===== config.mk =====
export PLATFORM = sky130hd
export DESIGN_NAME = boton_arbiter_flat
export DESIGN_NICKNAME = d
export VERILOG_FILES = /design/src/rtl/boton_pkg.sv /design/src/rtl/boton_if.sv /design/src/rtl/boton_press_fsm.sv /design/src/rtl/boton_arbiter.sv /design/src/flat_wrapper.sv
export SDC_FILE = /design/constraint.sdc
export NUM_CORES = 1
export LEC_CHECK = 0
export CORE_MARGIN = 5
export CORE_UTILIZATION = 40
export CTS_BUF_LIST = sky130_fd_sc_hd__clkbuf_4 sky130_fd_sc_hd__clkbuf_8 sky130_fd_sc_hd__clkbuf_16
export CTS_CLUSTER_DIAMETER = 200
export CTS_CLUSTER_SIZE = 14
export DETAILED_ROUTE_END_ITERATION = 7
export GPL_ROUTABILITY_DRIVEN = 0
export HOLD_SLACK_MARGIN = 0.02
export PLACE_DENSITY_LB_ADDON = 0.05
export SYNTH_ARGS = -nofsm -noshare
export SYNTH_HDL_FRONTEND = slang
export SYNTH_SLANG_ARGS = --single-unit
export TNS_END_PERCENT = 100

===== constraint.sdc =====
create_clock -name clk -period 1.9 [get_ports clk]
set_input_delay 0.38 -clock clk [delete_from_list [all_inputs] [get_ports clk]]
set_output_delay 0.38 -clock clk [all_outputs]
set_load 0.01 [all_outputs]

===== src/rtl/boton_pkg.sv =====
// Shared types for the button press arbiter.
// BOTON_LONG_PRESS_EN enables long-press detection.
package boton_pkg;

    localparam int N_BOT_MAX = 8;

    typedef enum logic [1:0] {
        IDLE,
        HELD,
        LONG
    } bot_state_t;

    typedef struct packed {
        logic valid;
        logic is_long;
    } evt_t;

endpackage


===== src/rtl/boton_if.sv =====
// Button levels in, press events out with valid/ready handshake.
// Shared by the arbiter (master) and its consumer (slave).
interface boton_if #(
    parameter int N_BOT = 4
) ();

    localparam int IDW = $clog2(N_BOT);

    logic [N_BOT-1:0] boton_db;
    logic             evt_valid;
    logic [IDW-1:0]   evt_id;
    logic             evt_long;
    logic             evt_ready;
    logic [N_BOT-1:0] ovf;

    modport master (
        input  boton_db,
        input  evt_ready,
        output evt_valid,
        output evt_id,
        output evt_long,
        output ovf
    );

    modport slave (
        output boton_db,
        output evt_ready,
        input  evt_valid,
        input  evt_id,
        input  evt_long,
        input  ovf
    );

endinterface


===== src/rtl/boton_press_fsm.sv =====
// One button: press FSM, hold counter, one-deep pending event.
// Counter and LONG state exist only with BOTON_LONG_PRESS_EN.
module boton_press_fsm
    import boton_pkg::*;
#(
    parameter int LONG_COUNT = 150000000
) (
    input  logic clk,
    input  logic reset,
    input  logic btn,
    input  logic take,
    output evt_t pend,
    output logic ovf
);

    bot_state_t state;
    logic       cnt_hit;
    logic       raise;
    logic       raise_long;

`ifdef BOTON_LONG_PRESS_EN
    localparam int CW = $clog2(LONG_COUNT + 1);
    localparam logic [CW-1:0] CNT_LAST = CW'(LONG_COUNT - 1);

    logic [CW-1:0] cnt;

    assign cnt_hit = (cnt + CW'(1)) == CNT_LAST;
`else
    assign cnt_hit = 1'b0;
`endif

    always_comb begin
        raise      = 1'b0;
        raise_long = 1'b0;
        if (state == HELD) begin
            if (!btn) begin
                raise = 1'b1;
            end else if (cnt_hit) begin
                raise      = 1'b1;
                raise_long = 1'b1;
            end
        end
    end

    always_ff @(posedge clk or negedge reset) begin
        if (!reset) begin
            state <= IDLE;
            pend  <= '0;
            ovf   <= 1'b0;
`ifdef BOTON_LONG_PRESS_EN
            cnt   <= '0;
`endif
        end else begin
            unique case (state)
                IDLE: begin
                    if (btn) begin
                        state <= HELD;
`ifdef BOTON_LONG_PRESS_EN
                        cnt   <= '0;
`endif
                    end
                end
                HELD: begin
                    if (!btn) begin
                        state <= IDLE;
                    end else if (cnt_hit) begin
                        state <= LONG;
                    end
`ifdef BOTON_LONG_PRESS_EN
                    if (btn) begin
                        cnt <= cnt + CW'(1);
                    end
`endif
                end
                LONG: begin
                    if (!btn) begin
                        state <= IDLE;
                    end
                end
                default: state <= IDLE;
            endcase

            // A slot being drained this edge may take the new event.
            if (raise) begin
                if (pend.valid && !take) begin
                    ovf <= 1'b1;
                end else begin
                    pend <= '{valid: 1'b1, is_long: raise_long};
                end
            end else if (take) begin
                pend.valid <= 1'b0;
            end
        end
    end

endmodule


===== src/rtl/boton_arbiter.sv =====
// Per-button press FSMs merged into one event stream, round-robin.
// BOTON_LONG_PRESS_EN enables long-press events.
module boton_arbiter
    import boton_pkg::*;
#(
    parameter int N_BOT      = 4,
    parameter int LONG_COUNT = 150000000
) (
    input logic    clk,
    input logic    reset,
    boton_if.master bus
);

    localparam int IDW = $clog2(N_BOT);

    evt_t             pend [N_BOT];
    logic [N_BOT-1:0] pvalid;
    logic [N_BOT-1:0] take;
    logic [N_BOT-1:0] ovf;

    logic [IDW-1:0]   prio;
    logic [IDW-1:0]   sel;
    logic [IDW-1:0]   idx;
    logic [IDW:0]     tmp;
    logic             found;
    logic             load;

    logic             out_valid;
    logic [IDW-1:0]   out_id;
    logic             out_long;

    for (genvar i = 0; i < N_BOT; i++) begin : g_bot
        boton_press_fsm #(
            .LONG_COUNT(LONG_COUNT)
        ) u_fsm (
            .clk  (clk),
            .reset(reset),
            .btn  (bus.boton_db[i]),
            .take (take[i]),
            .pend (pend[i]),
            .ovf  (ovf[i])
        );
        assign pvalid[i] = pend[i].valid;
    end

    // prio is the index searched first; it follows the last grant.
    always_comb begin
        found = 1'b0;
        sel   = '0;
        idx   = '0;
        tmp   = '0;
        for (int k = 0; k < N_BOT; k++) begin
            tmp = {1'b0, prio} + (IDW+1)'(k);
            if (tmp >= (IDW+1)'(N_BOT)) begin
                tmp = tmp - (IDW+1)'(N_BOT);
            end
            idx = tmp[IDW-1:0];
            if (!found && pvalid[idx]) begin
                found = 1'b1;
                sel   = idx;
            end
        end
        load = found && (!out_valid || bus.evt_ready);
        take = '0;
        if (load) begin
            take[sel] = 1'b1;
        end
    end

    always_ff @(posedge clk or negedge reset) begin
        if (!reset) begin
            out_valid <= 1'b0;
            out_id    <= '0;
            out_long  <= 1'b0;
            prio      <= '0;
        end else if (load) begin
            out_valid <= 1'b1;
            out_id    <= sel;
            out_long  <= pend[sel].is_long;
            prio      <= (sel == IDW'(N_BOT - 1)) ? '0 : sel + IDW'(1);
        end else if (bus.evt_ready) begin
            out_valid <= 1'b0;
        end
    end

    assign bus.evt_valid = out_valid;
    assign bus.evt_id    = out_id;
`ifdef BOTON_LONG_PRESS_EN
    assign bus.evt_long  = out_long;
`else
    assign bus.evt_long  = 1'b0;
`endif
    assign bus.ovf       = ovf;

endmodule


===== src/flat_wrapper.sv =====
// flat-port wrapper written by rule: the top's interface ports become plain ports
module boton_arbiter_flat import boton_pkg::*;
#(
    parameter int N_BOT      = 4,
    parameter int LONG_COUNT = 150000000
)
  (clk, reset, bus_boton_db, bus_evt_ready, bus_evt_valid, bus_evt_id, bus_evt_long, bus_ovf);
  boton_if #(.N_BOT(N_BOT)) bus_i ();
  input logic clk;
  input logic reset;
  input wire logic [$bits(bus_i.boton_db)-1:0] bus_boton_db;
  input wire logic [$bits(bus_i.evt_ready)-1:0] bus_evt_ready;
  output wire logic [$bits(bus_i.evt_valid)-1:0] bus_evt_valid;
  output wire logic [$bits(bus_i.evt_id)-1:0] bus_evt_id;
  output wire logic [$bits(bus_i.evt_long)-1:0] bus_evt_long;
  output wire logic [$bits(bus_i.ovf)-1:0] bus_ovf;
  assign bus_i.boton_db = bus_boton_db;
  assign bus_i.evt_ready = bus_evt_ready;
  assign bus_evt_valid = bus_i.evt_valid;
  assign bus_evt_id = bus_i.evt_id;
  assign bus_evt_long = bus_i.evt_long;
  assign bus_ovf = bus_i.ovf;
  boton_arbiter #(.N_BOT(N_BOT), .LONG_COUNT(LONG_COUNT)) u_core (.clk(clk), .reset(reset), .bus(bus_i));
endmodule

==> results.cfg, run 1 <==
[clock_network]
worstSkewPairLatency_ns = 0.28
clock_sinks = 17
htree_levels = 1
tritoncts = yes
postCtsHoldBufs = 0
clk_path_buf_depth = 2
clk_pin_slew_ns = 0.09
cts_root_buf = clkbuf_4
cts_buffers = 3

[worst_setup_path]
worstPathRequired_ns = 2.07
cp-start-kind = flip-flop
max_stage_delay_ns = 0.47
critPathKind = flip-flop to flip-flop
crit_path_end_kind = flip-flop
critical_path.cell_chain = nor3b_1, a21oi_2, and2_1, ha_1, mux2_4
critPathSlowestCell = dfrtp_1
critical_path.max_fanout = 6
cp.arrival_ns = 1.94

[grt]
grtUsageTotal_pct = 10.1
antenna_found_initial = 0
gr-total-overflow = 0
grt_pass1_vias = 588
grt_max_degree = 18
grt_pass1_wl_mm = 2.55

[timing]
slew_violations = 0
finalSetupViolCount = 0
post-route-period-util_pct = 93.0
finalWorstSetupSlack_ns = 0.132
rsz0062_at_grt = no
skew_ns = 0.000933
hold_slack_ns = 0.418
final_hold_viol_count = 0
fin_crit_ns = 1.77
fmax_mhz = 566
fin_tns_setup_ns = 0

[finish]
nFillCells = 203
layout_common_cells = dfrtp_1, clkdlybuf4s50_1, ha_1
final_common_cell = dfrtp_1
design_area_mm2 = 0.00105
num-nets-final = 104
area_growth_pct = 19.5
antennaDiodeCount = 0
layout-drive-gt1-share_pct = 18.2

[power_and_ir_drop]
ir_drop_mv = 0.666
p_total_mw = 1.53
p_leak_nw = 0.464
p_per_area_mw_per_mm2 = 1450

[synth]
synth_xor_area_share_pct = 3.99
synth.avg_cell_area_um2 = 11.7
synth_area_um2 = 878
yosys.area_share.simple_pct = 11.5
synth-seq-cells = 17
synth_cells = 75
yosys-mux-area-fraction_pct = 2.85
synthDistinctLibCells = 29
yosys_warnings = 0
synth_edf_count = 0
yosysSeqAreaShare_pct = 48.4
synth_fa_ha_area_share_pct = 11.4
synth_top_family_by_area = compound AO/OA/AOI/OAI gates
syn-num-nets = 90
async_flop_share_pct = 100
synth_compound_area_share_pct = 14.0
yosys_most_used_dff = dfrtp_1

[route]
wire_per_inst_um = 12.3
dr.pass1.iters = 4
vias = 578
vias_per_cell = 4.98
drcViolationCount = 0
wirelength_mm = 1.43
drtIter0Drc = 5
antenna_left = 0

[floorplan]
ios = 15
dieWidth_um = 56.9
fp-row-count = 17
core_area_mm2 = 0.00215
initial_core_util_pct = 40.9
die-area_mm2 = 0.00323
die_h_um = 56.9

[min_path]
hp-class = primary input to asynchronous set/reset pin

[place]
io_buffers = 13
hpwl_mm = 1.06
postPlaceCellArea_mm2 = 0.00102
dpl_worst_slack_ns = 0.129

[run]
timing.max_cap.violations = 0

[run_status]
status = finished, final reports clean
==> flip-flops by register name (all words and copies together), names as in the netlist <==
signal                    flops
u_core.g_bot.u_fsm.ovf        4
u_core.prio                   2
u_core.g_bot.u_fsm.state      4
u_core.g_bot.u_fsm.pend       4
u_core.bus.evt_valid          1
u_core.bus.evt_id             2
==> cells in the mapped netlist, types with 2 or more instances <==
cell type | number | area (µm²)
dfrtp_1 | 17 | 425
nand2b_1 | 2 | 12.5
buf_4 | 5 | 37.5
nand2_1 | 2 | 7.51
inv_1 | 6 | 22.5
a21o_1 | 4 | 30.0
or2_2 | 4 | 25.0
a21oi_1 | 2 | 10.0
xnor2_1 | 4 | 35.0
a21boi_0 | 3 | 22.5
ha_1 | 8 | 100
==> final timing paths <==
kind	from	end	slack, ns	cells past startpoint
worst max-delay path	u_core.prio[1]	u_core.prio[1]	0.13	5
worst min-delay path	reset	u_core.g_bot[0].u_fsm.ovf	0.42	2
worst max register to register	u_core.prio[1]	u_core.prio[1]	0.13	5
worst min register to register	u_core.g_bot[0].u_fsm.ovf	u_core.g_bot[0].u_fsm.ovf	0.47	1
max in group asynchronous	reset	u_core.g_bot[0].u_fsm.state[0]	1.29	2
min in group clk	u_core.g_bot[0].u_fsm.ovf	u_core.g_bot[0].u_fsm.ovf	0.47	1
==> worst max-delay path, delay by kind of cell (launching register included) <==
kind            cells  cell delay (ns)
simple gates        2             0.53
compound gates      1             0.09
flops               1             0.47
mux                 1             0.27
fa+ha+maj           1             0.31
==> final cells by class <==
type	count	area, µm²	area share (%)
Tap cell	28	35.0	3.34
Timing Repair Buffer	15	145	13.8
Sequential cell	17	425	40.5
Multi-Input combinational cell	46	392	37.3
Inverter	6	22.5	2.15
Clock buffer	4	30.0	2.86
==> cell families (layout without fill, tap and decap cells) <==
| logic type | Yosys count | count (layout) |
|---|---|---|
| flops | 17 | 17 |
| compound gates | 16 | 16 |
| simple gates | 15 | 15 |
| buf+inv | 12 | 25 |
| fa+ha+maj | 8 | 8 |
| xor+xnor | 4 | 4 |
| mux | 2 | 2 |
| other cells | 1 | 1 |
==> through the flow <==
| stage | util (%) | cells |
|---|---|---|
| floorplan | - | 75 |
| global placement | 47.3 | 112 |
| detailed placement | 47.3 | 112 |
| CTS | 48.7 | 116 |
| global route | 48.9 | 116 |
| finish | 48.9 | 116 |
==> power breakdown <==
part           switching (mW)  internal (mW)
registers               0.124          0.495
logic                   0.320          0.387
clock network           0.105         0.0956
==> routing by layer <==
metal / track usage, % / wire, µm / up-vias
met5: 0 / 0 / -
met4: 5.96 / 13 / 0
met3: 3.45 / 114 / 2
met2: 15.0 / 677 / 16
met1: 12.7 / 621 / 282
li1: - / - / 278
==> what timing repair did <==
action | CTS | global route
setup endpoints to repair | 0 | 1
setup buffers | 0 | 0
resized for setup | 0 | 1
No activity file was read; power rests on OpenSTA's default activity.
==> run 2: changes to the inputs <==
Settings changed: ABC_AREA set to 1, CORE_ASPECT_RATIO set to 2, SYNTH_HIERARCHICAL set to 1.
==> run 2 against run 1 <==
  * The flow now finishes with violations (setup timing)
  * Die area up 24%
  * Cell count up 92%
  * Fmax down 7.2%
  * Global-route usage up 3.8 points
  * Critical path depth up 11
  * Non-clock buffer count up 17
  * Critical path type unchanged
  * Critical endpoint is now u_core/g_bot[2].u_fsm/ovf
==> results.cfg, run 2 <==
[route]
dr.pass1.iters = 5
antenna_left = 0
drcViolationCount = 0
vias_per_cell = 4.52
wire_per_inst_um = 11.0
wirelength_mm = 2.46
drtIter0Drc = 8
vias = 1008

[grt]
gr-total-overflow = 0
antenna_found_initial = 0
grt_max_degree = 18
grt_pass1_vias = 1046
grtUsageTotal_pct = 13.9
grt_pass1_wl_mm = 4.25

[floorplan]
die_h_um = 84.7
initial_core_util_pct = 40.7
fp-row-count = 27
die-area_mm2 = 0.00401
core_area_mm2 = 0.00274
dieWidth_um = 47.3
ios = 15

[run_status]
status = finished, violations left
violations = setup timing

[finish]
layout-drive-gt1-share_pct = 33.0
layout_common_cells = nand2_1, inv_1, buf_4
final_common_cell = nand2_1
area_growth_pct = 43.7
antennaDiodeCount = 0
num-nets-final = 210
reg.largest.list = u_core/g_bot.u_fsm/ovf x4, u_core/g_bot.u_fsm/pend x4, u_core/g_bot.u_fsm/state x4

[synth]
yosys_warnings = 6
synth_cells = 160
synth_area_mm2 = 0.00111
synth.avg_cell_area_um2 = 6.97
syn-num-nets = 175

[timing]
skew_ns = 0.00260
finalSetupViolCount = 2
final_hold_viol_count = 0
fin_tns_setup_ns = -0.00845
finalWorstSetupSlack_ns = -0.00524
fmax_mhz = 525
fin_crit_ns = 1.91
slew_violations = 0
post-route-period-util_pct = 100
rsz0062_at_grt = yes

[worst_setup_path]
critPathSlowestCell = dfrtp_2
critical_path.max_fanout = 5
cp.arrival_ns = 2.04
critical_path.cell_chain = buf_6, nand2_2, nand2_2, nand2_4, nand2_4, nor2_4, nand3_2, nand3_2, nand2_2, inv_2, ha_2, inv_1, nor2_1, inv_1, nand3_2, nand2_1
crit_family = simple AND/OR/NAND/NOR gates
crit_buf_inv = 4
max_stage_delay_ns = 0.47
cp-start-kind = flip-flop
critPathKind = flip-flop to flip-flop
worstPathRequired_ns = 2.04
crit_path_end_kind = flip-flop

[clock_network]
tritoncts = yes
worstSkewPairLatency_ns = 0.24
postCtsHoldBufs = 0
clock_sinks = 17
clk_path_buf_depth = 2
clk_pin_slew_ns = 0.06
cts_buffers = 3
cts_root_buf = clkbuf_8
htree_levels = 1

[min_path]
hp-class = primary input to asynchronous set/reset pin

[place]
hpwl_mm = 1.84
io_buffers = 13

[run]
timing.max_cap.violations = 0
-- run 2: worst reg2reg max path: stages (launching register included) --
cell and delay, ns:
dfrtp_2 0.47, buf_6 0.16, nand2_2 0.05, nand2_2 0.08
nand2_4 0.10, nand2_4 0.05, nor2_4 0.13, nand3_2 0.09
nand3_2 0.08, nand2_2 0.08, inv_2 0.08, ha_2 0.16
inv_1 0.04, nor2_1 0.07, inv_1 0.07, nand3_2 0.06
nand2_1 0.05
-- run 2: final timing paths --
check / start / endpoint / slack (ns) / cells past startpoint
max in group asynchronous: reset / u_core/prio[0] / 1.24 / 2
min: reset / u_core/bus.evt_valid / 0.46 / 2
min in group clk: u_core/g_bot[2].u_fsm/ovf / u_core/g_bot[2].u_fsm/ovf / 0.46 / 2
max: u_core/prio[0] / u_core/g_bot[2].u_fsm/ovf / -0.005 / 16
min reg2reg: u_core/g_bot[2].u_fsm/ovf / u_core/g_bot[2].u_fsm/ovf / 0.46 / 2
max reg2reg: u_core/prio[0] / u_core/g_bot[2].u_fsm/ovf / -0.005 / 16
-- run 2: per-stage QoR --
step                      instances  hold slack, ns  area [µm²]  setup slack, ns  utilization [%]
after global routing            223           0.485        1600           -0.135             58.5
after CTS                       220           0.470        1490          0.00164             54.5
final                           223           0.456        1600         -0.00524             58.5
after floorplan                 160          0.0844        1110            0.155                -
after global placement          211           0.451        1350           -0.100             49.2
after detailed placement        211           0.449        1350           -0.141             49.2
-- run 2: timing repair --
action	in CTS	in global routing
resized for setup	21	24
setup buffers	5	3
endpoints found under the setup margin	9	11
pin swaps	10	11
-- run 2: area by class of cell --
type                    count  area (µm²)
clock buffers               4        48.8
fillers                   267        1130
inverters                  41         161
multi-input cells         100         648
flip-flops and latches     17         427
well taps                  29        36.3
repair buffers             32         280
-- run 2: per-layer routing --
metal | track usage [%] | vias up | wire (µm)
met5 | 0 | - | 0
met2 | 25.8 | 7 | 1480
met1 | 15.0 | 462 | 915
met4 | 4.53 | 0 | 31
met3 | 1.29 | 4 | 33
li1 | - | 535 | -
Power of run 2 is left out: the tool's default activity adds up to more than one toggle a clock period on the data nets, which glitch-free logic cannot reach.
==> run 3: changes to the inputs <==
Settings changed: CORE_MARGIN 5 to unset.
==> run 3 against run 2 <==
  * The flow still finishes with violations (setup timing)
  * Design area is 9.5% higher
  * Global-route usage up 4.5 points
  * First-iteration DRC count is 50% higher
  * Register-to-register slack got worse by 0.05 ns
  * Fmax shrank 2.4%
  * Largest cell class unchanged
==> results.cfg, run 3 (synthesis gave the netlist of run 2 again) <==
[floorplan]
ios = 15
dieWidth_um = 39.3
fp-row-count = 26
core_area_mm2 = 0.00260
die-area_mm2 = 0.00302
die_h_um = 76.7
initial_core_util_pct = 42.8

[finish]
final_common_cell = nand2_1
multi_input_area_um2 = 769
design_area_mm2 = 0.00175
regArea_um2 = 427
layout-drive-gt1-share_pct = 40.7
nFillCells = 210
reg.largest.list = u_core/g_bot.u_fsm/ovf x4, u_core/g_bot.u_fsm/pend x4, u_core/g_bot.u_fsm/state x4
area_growth_pct = 57.4
antennaDiodeCount = 0
num-nets-final = 210
layout_common_cells = nand2_1, inv_1, dfrtp_1

[run_status]
violations = setup timing
status = finished, violations left

[clock_network]
tritoncts = yes
cts_root_buf = clkbuf_8
postCtsHoldBufs = 0
clk_path_buf_depth = 2
htree_levels = 1
clock_sinks = 17
worstSkewPairLatency_ns = 0.25
cts_buffers = 3
clk_pin_slew_ns = 0.06

[place]
postPlaceCellArea_mm2 = 0.00134
io_buffers = 13
hpwl_mm = 1.88

[route]
drcViolationCount = 0
wire_per_inst_um = 11.9
antenna_left = 0
vias = 1063
vias_per_cell = 4.79
drtIter0Drc = 12
dr.pass1.iters = 4
wirelength_mm = 2.65

[min_path]
hp-class = primary input to asynchronous set/reset pin

[timing]
slew_violations = 0
post-route-period-util_pct = 103
skew_ns = 0.00198
hold_slack_ns = 0.450
finalSetupViolCount = 8
fmax_mhz = 512
rsz0062_at_grt = yes
finalWorstSetupSlack_ns = -0.0528
final_hold_viol_count = 0
fin_crit_ns = 1.95

[worst_setup_path]
cp-start-kind = flip-flop
cp.arrival_ns = 2.09
crit_buf_inv = 5
max_stage_delay_ns = 0.44
crit_family = simple AND/OR/NAND/NOR gates
critPathKind = flip-flop to flip-flop
worstPathRequired_ns = 2.04
critical_path.max_fanout = 8
critical_path.cell_chain = buf_12, inv_12, nand2_4, nand3_4, nand2_4, nor2_4, nand3_2, nand3_2, nand2_4, inv_4, ha_4, inv_2, nor2_2, inv_1, nand3_1, nand2_1
crit_path_end_kind = flip-flop
crit_top_cell = nand2_4
critPathSlowestCell = dfrtp_2

[grt]
grtUsageTotal_pct = 18.4
gr-total-overflow = 0
grt_pass1_vias = 1033
grt_pass1_wl_mm = 3.97
antenna_found_initial = 0
grt_max_degree = 18

[run]
timing.max_cap.violations = 0
## run 3: worst register-to-register path, stage by stage, from the launching register on
cell and delay [ns]:
dfrtp_2 0.44, buf_12 0.15, inv_12 0.08, nand2_4 0.07
nand3_4 0.08, nand2_4 0.06, nor2_4 0.17, nand3_2 0.10
nand3_2 0.10, nand2_4 0.09, inv_4 0.09, ha_4 0.13
inv_2 0.03, nor2_2 0.09, inv_1 0.06, nand3_1 0.06
nand2_1 0.05
## run 3: path summary, 6_finish.rpt
check / start / endpoint / slack, ns / depth (start not counted)
max in group asynchronous: reset / u_core/prio[0] / 1.25 / 2
min in group clk: u_core/g_bot[2].u_fsm/ovf / u_core/g_bot[2].u_fsm/ovf / 0.47 / 2
min reg2reg: u_core/g_bot[2].u_fsm/ovf / u_core/g_bot[2].u_fsm/ovf / 0.47 / 2
max reg2reg: u_core/prio[0] / u_core/g_bot[3].u_fsm/ovf / -0.05 / 16
min: reset / u_core/g_bot[1].u_fsm/state[0] / 0.45 / 2
max: u_core/prio[0] / u_core/g_bot[3].u_fsm/ovf / -0.05 / 16
## run 3: routing by layer
| metal | global-route usage [%] | wire length [µm] |
|---|---|---|
| met5 | 0 | 0 |
| met4 | 7.24 | 40 |
| met3 | 1.73 | 37 |
| met2 | 35.8 | 1640 |
| met1 | 17.0 | 924 |
## run 3: stage by stage
stage	setup WS, ns	std cells	utilization, %	setup TNS [ns]
floorplan	0.155	160	-	0
global placement	-0.102	209	51.3	-0.423
detailed placement	-0.146	209	51.3	-0.817
CTS	0.00125	217	56.1	0
global route	-0.174	222	67.4	-1.32
finish	-0.0528	222	67.4	-0.303
## run 3: cell type report
| cell class | count | area share [%] |
|---|---|---|
| Clock buffer | 4 | 2.78 |
| Inverter | 41 | 9.91 |
| Multi-Input combinational cell | 100 | 43.9 |
| Sequential cell | 17 | 24.3 |
| Tap cell | 28 | 2.00 |
| Timing Repair Buffer | 32 | 17.1 |
## run 3: repair_timing
action	in CTS	in global routing
resized for setup	12	68
cloned	0	0
setup endpoints to repair	9	9
pin swaps	4	28
buffers inserted	4	5
Power of run 3 is left out for the same reason.
